**src/rtl/line_fifo_segmented_if.sv**
```systemverilog
// ---------------------------------------------------------------------------
// line_fifo_segmented_if
// Handshake / data bundle between a pixel stream producer and the
// segmented line FIFO.
//
// Signals (direction seen from the FIFO, i.e. the slave modport):
//   cfg_load      in   strobe: latch cfg_segments and flush contents
//   cfg_segments  in   requested active segment count
//   push          in   write request
//   data_in       in   write data
//   pop           in   read request
//   data_out      out  registered read data
//   data_valid    out  data_out holds a word popped on the previous cycle
//   count         out  words stored
//   full          out  count == capacity (running only)
//   empty         out  count == 0
//   ready         out  FIFO is running
//   no_config     out  FIFO has never been configured since reset
//   overflow      out  sticky rejected-push flag   (LINE_FIFO_ERR_FLAGS_EN)
//   underflow     out  sticky rejected-pop flag    (LINE_FIFO_ERR_FLAGS_EN)
//
// Optional feature macro: LINE_FIFO_ERR_FLAGS_EN
// ---------------------------------------------------------------------------
interface line_fifo_segmented_if #(
  parameter int DATA_WIDTH   = 8,
  parameter int NUM_SEGMENTS = 4,
  parameter int SEG_DEPTH    = 8
);
  localparam int SEG_W = $clog2(NUM_SEGMENTS + 1);
  localparam int CNT_W = $clog2(NUM_SEGMENTS * SEG_DEPTH + 1);

  logic                  cfg_load;
  logic [SEG_W-1:0]      cfg_segments;
  logic                  push;
  logic [DATA_WIDTH-1:0] data_in;
  logic                  pop;
  logic [DATA_WIDTH-1:0] data_out;
  logic                  data_valid;
  logic [CNT_W-1:0]      count;
  logic                  full;
  logic                  empty;
  logic                  ready;
  logic                  no_config;
`ifdef LINE_FIFO_ERR_FLAGS_EN
  logic                  overflow;
  logic                  underflow;
`endif

  modport master (
    output cfg_load, cfg_segments, push, data_in, pop,
`ifdef LINE_FIFO_ERR_FLAGS_EN
    input  overflow, underflow,
`endif
    input  data_out, data_valid, count, full, empty, ready, no_config
  );

  modport slave (
    input  cfg_load, cfg_segments, push, data_in, pop,
`ifdef LINE_FIFO_ERR_FLAGS_EN
    output overflow, underflow,
`endif
    output data_out, data_valid, count, full, empty, ready, no_config
  );
endinterface

```
**src/rtl/line_fifo_segmented.sv**
```systemverilog
// ---------------------------------------------------------------------------
// line_fifo_segmented
// Runtime-configurable line buffer FIFO. One RAM of NUM_SEGMENTS*SEG_DEPTH
// words; the active depth is cfg_segments*SEG_DEPTH and pointers wrap at
// that active depth, so the segment count can change without resynthesis.
// Every accepted reconfiguration passes through a one-cycle flush that
// discards all contents.
//
// Ports:
//   clk      in  clock, rising edge
//   reset_n  in  asynchronous active-low reset
//   fifo     line_fifo_segmented_if.slave (config, push/pop, data, status)
//
// Optional feature macro: LINE_FIFO_ERR_FLAGS_EN
//   defined   -> sticky overflow/underflow flags, cleared by reset or an
//                accepted cfg_load
//   undefined -> flags and their logic absent
// ---------------------------------------------------------------------------
module line_fifo_segmented #(
  parameter int DATA_WIDTH   = 8,
  parameter int NUM_SEGMENTS = 4,
  parameter int SEG_DEPTH    = 8
) (
  input  logic                 clk,
  input  logic                 reset_n,
  line_fifo_segmented_if.slave fifo
);

  localparam int DEPTH = NUM_SEGMENTS * SEG_DEPTH;
  localparam int AW    = (DEPTH > 1) ? $clog2(DEPTH) : 1;
  localparam int SEG_W = $clog2(NUM_SEGMENTS + 1);
  localparam int CNT_W = $clog2(DEPTH + 1);

  typedef enum logic [1:0] {
    S_UNCONF = 2'd0,
    S_FLUSH  = 2'd1,
    S_RUN    = 2'd2
  } state_t;

  state_t                state_q;
  state_t                state_d;

  logic [SEG_W-1:0]      seg_pend_q;
  logic [CNT_W-1:0]      capacity_q;
  logic [CNT_W-1:0]      count_q;
  logic [AW-1:0]         wr_ptr_q;
  logic [AW-1:0]         rd_ptr_q;
  logic [DATA_WIDTH-1:0] mem [DEPTH];

  logic [DATA_WIDTH-1:0] rd_data_p1;
  logic                  vld_p1;

  logic                  cfg_ok;
  logic                  take_cfg;
  logic                  run_ops;
  logic                  full_c;
  logic                  empty_c;
  logic                  pop_acc;
  logic                  push_acc;
  logic                  wr_last;
  logic                  rd_last;
  logic [AW-1:0]         wr_ptr_nxt;
  logic [AW-1:0]         rd_ptr_nxt;
  logic                  ready_c;
  logic                  no_config_c;

  // A load request only counts when it asks for 1..NUM_SEGMENTS segments.
  assign cfg_ok   = fifo.cfg_load
                  && (fifo.cfg_segments != '0)
                  && (fifo.cfg_segments <= SEG_W'(NUM_SEGMENTS));
  // The flush cycle itself cannot be re-entered by another load.
  assign take_cfg = cfg_ok && (state_q != S_FLUSH);

  // An accepted reconfiguration overrides any push/pop in the same cycle.
  assign run_ops  = (state_q == S_RUN) && !take_cfg;

  assign full_c   = (state_q == S_RUN) && (count_q == capacity_q);
  assign empty_c  = (count_q == '0);

  assign pop_acc  = run_ops && fifo.pop && !empty_c;
  assign push_acc = run_ops && fifo.push && (!full_c || pop_acc);

  // Pointers wrap at the active capacity, not at the physical RAM depth.
  assign wr_last    = (CNT_W'(wr_ptr_q) == (capacity_q - CNT_W'(1)));
  assign rd_last    = (CNT_W'(rd_ptr_q) == (capacity_q - CNT_W'(1)));
  assign wr_ptr_nxt = wr_last ? '0 : (wr_ptr_q + AW'(1));
  assign rd_ptr_nxt = rd_last ? '0 : (rd_ptr_q + AW'(1));

  always_comb begin
    state_d     = state_q;
    ready_c     = 1'b0;
    no_config_c = 1'b0;
    case (state_q)
      S_UNCONF: begin
        no_config_c = 1'b1;
        if (cfg_ok) state_d = S_FLUSH;
      end
      S_FLUSH: begin
        state_d = S_RUN;
      end
      S_RUN: begin
        ready_c = 1'b1;
        if (cfg_ok) state_d = S_FLUSH;
      end
      default: begin
        state_d = S_UNCONF;
      end
    endcase
  end

  always_ff @(posedge clk or negedge reset_n) begin
    if (!reset_n) begin
      state_q    <= S_UNCONF;
      seg_pend_q <= '0;
      capacity_q <= '0;
      wr_ptr_q   <= '0;
      rd_ptr_q   <= '0;
      count_q    <= '0;
    end else begin
      state_q <= state_d;
      if (take_cfg) seg_pend_q <= fifo.cfg_segments;
      if (state_q == S_FLUSH) begin
        capacity_q <= CNT_W'(seg_pend_q) * CNT_W'(SEG_DEPTH);
        wr_ptr_q   <= '0;
        rd_ptr_q   <= '0;
        count_q    <= '0;
      end else begin
        if (push_acc) wr_ptr_q <= wr_ptr_nxt;
        if (pop_acc)  rd_ptr_q <= rd_ptr_nxt;
        if (push_acc && !pop_acc)      count_q <= count_q + CNT_W'(1);
        else if (pop_acc && !push_acc) count_q <= count_q - CNT_W'(1);
      end
    end
  end

  // Storage array: no reset, contents are only meaningful below count.
  always_ff @(posedge clk) begin
    if (push_acc) mem[wr_ptr_q] <= fifo.data_in;
  end

  // ---- stage p1: registered read data, one cycle after the accepted pop ----
  always_ff @(posedge clk or negedge reset_n) begin
    if (!reset_n) begin
      rd_data_p1 <= '0;
      vld_p1     <= 1'b0;
    end else begin
      vld_p1 <= pop_acc;
      if (pop_acc) rd_data_p1 <= mem[rd_ptr_q];
    end
  end

`ifdef LINE_FIFO_ERR_FLAGS_EN
  logic overflow_q;
  logic underflow_q;

  always_ff @(posedge clk or negedge reset_n) begin
    if (!reset_n) begin
      overflow_q  <= 1'b0;
      underflow_q <= 1'b0;
    end else if (take_cfg) begin
      overflow_q  <= 1'b0;
      underflow_q <= 1'b0;
    end else begin
      if (run_ops && fifo.push && !push_acc) overflow_q  <= 1'b1;
      if (run_ops && fifo.pop && empty_c)    underflow_q <= 1'b1;
    end
  end

  assign fifo.overflow  = overflow_q;
  assign fifo.underflow = underflow_q;
`endif

  assign fifo.data_out   = rd_data_p1;
  assign fifo.data_valid = vld_p1;
  assign fifo.count      = count_q;
  assign fifo.full       = full_c;
  assign fifo.empty      = empty_c;
  assign fifo.ready      = ready_c;
  assign fifo.no_config  = no_config_c;

endmodule

```
**src/flat_wrapper.sv**
```systemverilog
// flat-port wrapper written by rule: the top's interface ports become plain ports
module line_fifo_segmented_flat 
#(
  parameter int DATA_WIDTH   = 8,
  parameter int NUM_SEGMENTS = 4,
  parameter int SEG_DEPTH    = 8
)
  (clk, reset_n, fifo_cfg_load, fifo_cfg_segments, fifo_push, fifo_data_in, fifo_pop, fifo_data_out, fifo_data_valid, fifo_count, fifo_full, fifo_empty, fifo_ready, fifo_no_config);
  line_fifo_segmented_if #(.DATA_WIDTH(DATA_WIDTH), .NUM_SEGMENTS(NUM_SEGMENTS), .SEG_DEPTH(SEG_DEPTH)) fifo_i ();
  input  logic clk;
  input  logic reset_n;
  input wire logic [$bits(fifo_i.cfg_load)-1:0] fifo_cfg_load;
  input wire logic [$bits(fifo_i.cfg_segments)-1:0] fifo_cfg_segments;
  input wire logic [$bits(fifo_i.push)-1:0] fifo_push;
  input wire logic [$bits(fifo_i.data_in)-1:0] fifo_data_in;
  input wire logic [$bits(fifo_i.pop)-1:0] fifo_pop;
  output wire logic [$bits(fifo_i.data_out)-1:0] fifo_data_out;
  output wire logic [$bits(fifo_i.data_valid)-1:0] fifo_data_valid;
  output wire logic [$bits(fifo_i.count)-1:0] fifo_count;
  output wire logic [$bits(fifo_i.full)-1:0] fifo_full;
  output wire logic [$bits(fifo_i.empty)-1:0] fifo_empty;
  output wire logic [$bits(fifo_i.ready)-1:0] fifo_ready;
  output wire logic [$bits(fifo_i.no_config)-1:0] fifo_no_config;
  assign fifo_i.cfg_load = fifo_cfg_load;
  assign fifo_i.cfg_segments = fifo_cfg_segments;
  assign fifo_i.push = fifo_push;
  assign fifo_i.data_in = fifo_data_in;
  assign fifo_i.pop = fifo_pop;
  assign fifo_data_out = fifo_i.data_out;
  assign fifo_data_valid = fifo_i.data_valid;
  assign fifo_count = fifo_i.count;
  assign fifo_full = fifo_i.full;
  assign fifo_empty = fifo_i.empty;
  assign fifo_ready = fifo_i.ready;
  assign fifo_no_config = fifo_i.no_config;
  line_fifo_segmented #(.DATA_WIDTH(DATA_WIDTH), .NUM_SEGMENTS(NUM_SEGMENTS), .SEG_DEPTH(SEG_DEPTH)) u_core (.clk(clk), .reset_n(reset_n), .fifo(fifo_i));
endmodule
```
**config.mk**
```make
export PLATFORM = sky130hd
export DESIGN_NAME = line_fifo_segmented_flat
export DESIGN_NICKNAME = d
export VERILOG_FILES = /design/src/rtl/line_fifo_segmented_if.sv /design/src/rtl/line_fifo_segmented.sv /design/src/flat_wrapper.sv
export SDC_FILE = /design/constraint.sdc
export NUM_CORES = 1
export LEC_CHECK = 0
export CORE_MARGIN = 1
export CORE_UTILIZATION = 30
export CTS_BUF_LIST = sky130_fd_sc_hd__clkbuf_8
export DETAILED_ROUTE_END_ITERATION = 7
export MAX_ROUTING_LAYER = met4
export PLACE_DENSITY = 0.5
export SLEW_MARGIN = 20
export SYNTH_ARGS = -nofsm -noshare
export SYNTH_HDL_FRONTEND = slang
export SYNTH_SLANG_ARGS = --single-unit
```
**constraint.sdc**
```tcl
create_clock -name clk -period 3.3 [get_ports clk]
set_input_delay 0.66 -clock clk [delete_from_list [all_inputs] [get_ports clk]]
set_output_delay 0.66 -clock clk [all_outputs]
set_load 0.005 [all_outputs]
```
==> summary.md, run 1 <==
| Metric | Value |
|---|---|
| Status | `completed` |
| Async S/R FF share, synth | `0.1142` |
| Hold Path Class | `in2async` |
| Required @ worst endpoint | `3.78 ns` |
| Cells after Synth | `652` |
| Multi-input logic area | `2990 um^2` |
| Antenna violations before repair | `0` |
| Share of layout cells above drive strength 1 | `0.2658` |
| CP arrival | `3.67 ns` |
| I/O pin total | `35` |
| Crit-path most repeated cell | `ha_4` |
| Cells along the critical path | `clkdlybuf4s50_1 > or3_4 > a311oi_4 > o311a_1 > ha_4 > clkinvlp_4 > ha_4 > nor2b_1 > o21a_1 > o21ai_0 > or3b_2 > a21oi_1` |
| Crit-path max FO | `4` |
| Yosys top cell area share | `0.6580` |
| Post-synth EDFFs | `256` |
| Distinct cell type count after synthesis | `47` |
| Drt initial violations | `425` |
| Setup violators final | `0` |
| Largest cells by area after synthesis | `edfxtp_1 (66%), mux4_2 (12%), dfrtp_1 (7.1%), a22oi_1 (2.1%), nor2_1 (1.5%)` |
| PD cells | `680.9 nW/um^2` |
| Largest stage delay, worst path | `0.46 ns` |
| Clock Path Buffers | `3` |
| Register area share after synthesis | `0.7287` |
| Buffers on Ports | `34` |
| Die area | `39,730 um^2` |
| Met1 usage | `0.1933` |
| Slew Viols, Final | `0` |
| Most frequent cells in the layout | `edfxtp_1 (256), buf_4 (70), mux4_2 (64)` |
| Worst-path clk slew | `0.06 ns` |
| GR peak layer | `met2` |
| Register area | `8518 um^2` |
| N_diodes | `0` |
| Final WL | `26,810 um` |
| Comb pwr share | `0.240` |
| Gr usage total | `0.1432` |
| Post-route cell area | `13,990 um^2` |
| Area grow syn2layout | `19.73%` |
| Worst-Margin Slew | `0.8825 ns` |
| Total gr overflow | `0` |
| # nets final | `800` |
| Final Critical Period | `3.188 ns` |
| # DRC | `0` |
| Placed wire-length estimate | `16,730 um` |
| Vias in the first global route | `6,642` |
| Crit. End Element | `register` |
| Reg power frac | `0.453` |
| FMAX | `313.7 MHz` |
| Largest net degree at the start of global routing | `36` |
| Yosys reg bits | `289` |
| Initial Util | `0.3073` |
| Setup CP Type | `in2reg` |
| Via count | `6,368` |
| Internal power | `6.881 mW` |
| Switching Share | `0.2775` |
| Leading area contributor after synthesis | `edfxtp_1` |
| Final antenna-violating net count | `0` |
| Die Wd | `199.3 um` |
| Leakage | `4.690 nW` |
| Final hold vios | `0` |
| Clock Latency Late Sink | `0.56 ns` |
| CTS tree | `done` |
| Mapped Nets | `680` |
| CTS Buf Count | `47` |
| Placed Area | `13,090 um^2` |
| Routed vias/inst | `4.839` |
| Setup tns final | `0 ns` |
| Tot Pwr | `9.525 mW` |
| Setup crit start kind | `primary input` |
| Most used flip-flop cell after synthesis | `edfxtp_1` |
| Post-DR wirelength/cell | `20.37 um` |
| Worst path slowest cell | `clkdlybuf4s50_1` |
| Clock sinks | `289` |
| Met2 Track Usage GR | `0.2196` |
| Mean area per synthesized cell | `17.92 um^2` |
| Clock skew | `0.01790 ns` |
| Yosys warns | `0` |
| Met3 Usage GRT | `0.02835` |
| Most common cell after layout, fill and taps aside | `edfxtp_1` |
| VDD IR-drop max | `0.0002846 V` |
| Die height | `199.3 um` |
| # fillers | `3,601` |
| Pre-antenna DRT Iters | `5` |
| Root buffer cell | `clkbuf_8` |
| Cell area after synthesis | `11,680 um^2` |
| Worst slew margin | `0.4117` |
| GPL Wtd Cong | `0.8432` |
| NetSw | `2.643 mW` |
| Row Count | `71` |
| Core box area | `38,020 um^2` |
| Clock power frac | `0.307` |
| H-tree depth | `2` |
| Crit share post-route | `0.9660` |
| First-pass GRT wire length | `40,610 um` |
| Max-cap violations | `0` |
what timing repair did:
item                                    4_1_cts  5_1_grt
hold buffers                                  0        0
setup buffers                                 0        1
gates resized for setup                       0        1
endpoints found under the setup margin        0        2
path summary, 6_finish.rpt:
check,startpoint,endpoint,slack [ns],cells after the start
worst max-delay path,fifo_cfg_segments[1],u_core.fifo.count[4],0.11,12
worst min-delay path,reset_n,u_core.fifo.data_out[6],0.21,1
worst max register to register,u_core.fifo.count[1],u_core.fifo.count[4],0.12,11
worst min register to register,u_core.fifo.data_out[1],u_core.fifo.data_out[1],0.49,2
max in group asynchronous,reset_n,u_core.rd_ptr_q[0],2.43,1
min in group clk,u_core.fifo.data_out[1],u_core.fifo.data_out[1],0.49,2
worst max-delay path: cells and delay by family:
family	cells	cell delay [ns]
adder cells (fa/ha/maj)	2	0.41
AO/OA/AOI/OAI	5	1.02
buffers and inverters	2	0.59
AND/OR/NAND/NOR	3	1.01
flip-flops by register name (all words and copies together), names as in the netlist:
signal and flops:
u_core.capacity_q 3, u_core.fifo.count 6, u_core.fifo.data_out 8, u_core.fifo.data_valid 1, u_core.mem 256, u_core.rd_ptr_q 5
u_core.seg_pend_q 3, u_core.state_q 2, u_core.wr_ptr_q 5
final cells by class:
class	count	area share
timing repair buffer	106	0.06441
tap	511	0.04571
multi-input combinational	314	0.2138
sequential	289	0.6090
clock inverter	28	0.009929
clock buffer	54	0.05314
inverter	14	0.004025
Yosys cell counts, types with 2 or more instances:
cell type and instances:
a21oi_1 24, dfrtp_1 33, nand2b_1 3, nand3_1 12, ha_1 11, o21ai_2 4
xor2_1 4, nor2_1 46, a31oi_1 5, and2_1 2, nor4_1 4, o211ai_1 2
edfxtp_1 256, nand2_1 40, nor2b_1 6, buf_1 3, inv_1 14, o21ai_0 20
a22oi_1 32, or3_1 4, buf_2 7, xnor2_1 10, clkbuf_1 23, mux4_2 64
routing by layer:
| metal | share of wire | vias to the layer above |
|---|---|---|
| met5 | 0 | - |
| met4 | 0.016 | 0 |
| met3 | 0.045 | 40 |
| met2 | 0.46 | 166 |
| met1 | 0.47 | 3328 |
| li1 | - | 2834 |
kinds of logic after synthesis:
logic type               count (synthesis)  share of synthesized area
AO/OA/AOI/OAI                           97                    0.05516
buffers and inverters                   49                    0.01746
flip-flops                             289                     0.7287
AND/OR/NAND/NOR                        125                    0.04948
multiplexers                            66                     0.1252
XOR/XNOR                                14                    0.01050
adder cells (fa/ha/maj)                 12                    0.01349
through the flow:
step | hold WS [ns] | util | cells | worst slack [ns]
5_1_grt | 0.2656 | 0.3679 | 1316 | -0.006277
3_3_place_gp | 0.4728 | 0.3444 | 1233 | -0.3356
4_1_cts | 0.2359 | 0.3676 | 1315 | 0.03896
6_report | 0.2135 | 0.3679 | 1316 | 0.1123
3_5_place_dp | 0.4754 | 0.3444 | 1233 | -0.4063
2_1_floorplan | 0.3644 | - | 652 | 0.004862
power groups by stage:
stage / Combinational, mW / Sequential, mW / Clock, mW
CTS: 2.31 / 4.33 / 3.00
floorplan: 1.50 / 4.29 / 0
detailed placement: 2.30 / 4.40 / 0
global placement: 2.26 / 4.39 / 0
global route: 2.48 / 4.35 / 3.16
finish: 2.28 / 4.31 / 2.93
No activity file was read; power rests on OpenSTA's default activity.
==> run 2: changes to the inputs <==
Settings changed: CORE_MARGIN 1 to 2, REMOVE_ABC_BUFFERS set to 1.
==> summary.md, run 2 (same netlist as run 1, synthesis figures left out) <==
| Metric | Value |
|---|---|
| R2r endpoint | `u_core.fifo.count[4] (unchanged)` |
| Area grow syn2layout | `20.06% (was 19.73%)` |
| Final antenna-violating net count | `0 (unchanged)` |
| Reg2reg setup slack | `0.15 ns (was 0.12 ns)` |
| Hold Path Class | `in2async (unchanged)` |
| FMAX | `317.3 MHz (was 313.7 MHz)` |
| I/O pin total | `35 (unchanged)` |
| Crit share post-route | `0.9550 (was 0.9660)` |
| Setup CP Type | `reg2reg (was in2reg)` |
| Worst path slowest cell | `or3b_2 (was clkdlybuf4s50_1)` |
| Internal power | `6.842 mW (was 6.881 mW)` |
| CTS Hold Bufs | `0 (unchanged)` |
| Final Critical Period | `3.152 ns (was 3.188 ns)` |
| CTS tree | `done (unchanged)` |
| Clock skew | `0.03217 ns (was 0.01790 ns)` |
| Gr usage total | `0.1357 (was 0.1432)` |
| Buf+Inv Stages, Crit Path | `1 (was 2)` |
| N_diodes | `0 (unchanged)` |
| Comb pwr share | `0.242 (was 0.240)` |
| Clock power frac | `0.307 (about the same)` |
| Routed vias/inst | `4.666 (was 4.839)` |
| Setup violators final | `0 (unchanged)` |
| GPL Wtd Cong | `0.8146 (was 0.8432)` |
| Placed Area | `13,150 um^2 (was 13,090 um^2)` |
| Drt initial violations | `391 (was 425)` |
| Post-CTS Repair Setup Buffers | `0 (unchanged)` |
| Max-cap violations | `0 (unchanged)` |
| Worst slew margin | `0.3932 (was 0.4117)` |
| Clock Path Buffers | `3 (unchanged)` |
| Stages on worst setup path | `11 (was 12)` |
| Leakage | `4.705 nW (was 4.690 nW)` |
| Reg2Reg Depth | `11 (unchanged)` |
| Worst-Margin Slew | `0.9102 ns (was 0.8825 ns)` |
| R2r startpoint | `u_core.fifo.count[1] (unchanged)` |
| Antenna violations before repair | `0 (unchanged)` |
| Root buffer cell | `clkbuf_8 (unchanged)` |
| First-pass GRT wire length | `40,300 um (was 40,610 um)` |
| Core box area | `38,560 um^2 (was 38,020 um^2)` |
| Clock sinks | `289 (unchanged)` |
| # nets final | `808 (was 800)` |
| Cells along the critical path | `or3_4 > o41a_1 > o311a_1 > ha_2 > buf_4 > fa_1 > nor2b_1 > o21a_1 > nor3_1 > or3b_2 > a21oi_2 (was clkdlybuf4s50_1 > or3_4 > a311oi_4 > o311a_1 > ha_4 > clkinvlp_4 > ha_4 > nor2b_1 > o21a_1 > o21ai_0 > or3b_2 > a21oi_1)` |
| Initial Util | `0.3030 (was 0.3073)` |
| Slew Viols, Final | `0 (unchanged)` |
| Largest stage delay, worst path | `0.45 ns (was 0.46 ns)` |
| Share of layout cells above drive strength 1 | `0.2669 (was 0.2658)` |
| Most frequent cells in the layout | `edfxtp_1 (256), buf_4 (76), mux4_2 (64) (was edfxtp_1 (256), buf_4 (70), mux4_2 (64))` |
| CP arrival | `3.65 ns (was 3.67 ns)` |
| VDD IR-drop max | `0.0003245 V (was 0.0002846 V)` |
| NetSw | `2.639 mW (was 2.643 mW)` |
| Vias in the first global route | `6,555 (was 6,642)` |
| Die height | `201.3 um (was 199.3 um)` |
| Most common cell after layout, fill and taps aside | `edfxtp_1 (unchanged)` |
| Met2 Track Usage GR | `0.2078 (was 0.2196)` |
| Setup crit start kind | `register (was primary input)` |
| Setup crit end | `u_core.fifo.count[4] (unchanged)` |
| Placed wire-length estimate | `16,470 um (was 16,730 um)` |
| # DRC | `0 (unchanged)` |
| Via count | `6,210 (was 6,368)` |
| Total gr overflow | `0 (unchanged)` |
| Die Wd | `201.3 um (was 199.3 um)` |
| Largest register by flop count | `u_core.mem (unchanged)` |
| Crit. End Element | `register (unchanged)` |
| Pre-antenna DRT Iters | `4 (was 5)` |
| Number of flip-flops under the largest register name | `256 (unchanged)` |
| Cts repair resizes | `0 (unchanged)` |
| # fillers | `3,710 (was 3,601)` |
| Final hold vios | `0 (unchanged)` |
| CP delay by family, top | `simple AND/OR/NAND/NOR gates (was compound AO/OA/AOI/OAI gates)` |
| Crit-path max FO | `6 (was 4)` |
| Final WL | `26,390 um (was 26,810 um)` |
| Status | `completed (unchanged)` |
| Post-route cell area | `14,030 um^2 (was 13,990 um^2)` |
| RSZ-0062 raised after global routing | `false` |
| Reg power frac | `0.451 (was 0.453)` |
| H-tree depth | `2 (unchanged)` |
| Buffers on Ports | `34 (unchanged)` |
| Met1 usage | `0.1846 (was 0.1933)` |
| CTS Buf Count | `48 (was 47)` |
| Post-DR wirelength/cell | `19.82 um (was 20.37 um)` |
| Clock Latency Late Sink | `0.58 ns (was 0.56 ns)` |
| PD cells | `676.0 nW/um^2 (was 680.9 nW/um^2)` |
| Die area | `40,540 um^2 (was 39,730 um^2)` |
| GR peak layer | `met2 (unchanged)` |
| Critical Path Source | `u_core.fifo.count[1] (was fifo_cfg_segments[1])` |
| Met3 Usage GRT | `0.02381 (was 0.02835)` |
| Largest net degree at the start of global routing | `40 (was 36)` |
| Row Count | `72 (was 71)` |
| Required @ worst endpoint | `3.80 ns (was 3.78 ns)` |
| Util after Layout | `0.3638 (was 0.3679)` |
| Worst-path clk slew | `0.06 ns (about the same)` |
| Switching Share | `0.2784 (was 0.2775)` |
==> run 2: cell count changes in the layout (fill, tap and decap cells not counted), sizes merged <==
cell	change
clkbuf	-6
inv	+4
bufinv	+1
clkinv	+2
buf	+7
==> run 2: per-layer routing <==
metal | share of wire | vias to the layer above
met2 | 0.47 | 127
met4 | 0.023 | 0
met5 | 0 | -
li1 | - | 2843
met1 | 0.47 | 3189
met3 | 0.040 | 51
==> run 2: worst min-delay path by stage <==
| stage | cells past startpoint | endpoint | slack, ns |
|---|---|---|---|
| 6_report | 1 | u_core.wr_ptr_q[0] | 0.18 |
| 3_3_place_gp | 2 | u_core.fifo.data_out[3] | 0.46 |
| 3_5_place_dp | 2 | u_core.fifo.data_out[3] | 0.47 |
| 4_1_cts | 1 | u_core.wr_ptr_q[0] | 0.16 |
| 5_1_grt | 1 | u_core.wr_ptr_q[0] | 0.20 |
| 2_1_floorplan | 0 | u_core.capacity_q[3] | 0.36 |
==> run 2: final cells by class <==
class | instances | area, um^2 | share of cell area
clock inverter | 35 | 203.9 | 0.01454
multi-input combinational | 314 | 2977 | 0.2122
clock buffer | 48 | 660.6 | 0.04710
inverter | 14 | 52.55 | 0.003747
timing repair buffer | 113 | 965.9 | 0.06887
tap | 518 | 648.1 | 0.04621
sequential | 289 | 8518 | 0.6073
==> run 2: per-stage QoR <==
step / std cells / total power, mW / TNS (ns) / hold WS [ns] / setup slack [ns]
after detailed placement: 1248 / 6.677 / -1.058 / 0.4738 / -0.4771
after global placement: 1248 / 6.673 / -0.9546 / 0.4636 / -0.4440
after CTS: 1331 / 9.616 / 0 / 0.1650 / 0.05443
final: 1331 / 9.481 / 0 / 0.1780 / 0.1483
after floorplan: 617 / 5.808 / -7.206 / 0.3644 / -0.7280
after global routing: 1331 / 9.968 / 0 / 0.2045 / 0.0007363
==> run 2: power groups by stage <==
stage / clock [mW] / sequential (mW) / combinational [mW]
after floorplan: 0 / 4.53 / 1.27
after global placement: 0 / 4.35 / 2.32
after detailed placement: 0 / 4.36 / 2.32
after CTS: 3.00 / 4.28 / 2.33
after global routing: 3.16 / 4.30 / 2.51
final: 2.91 / 4.28 / 2.29
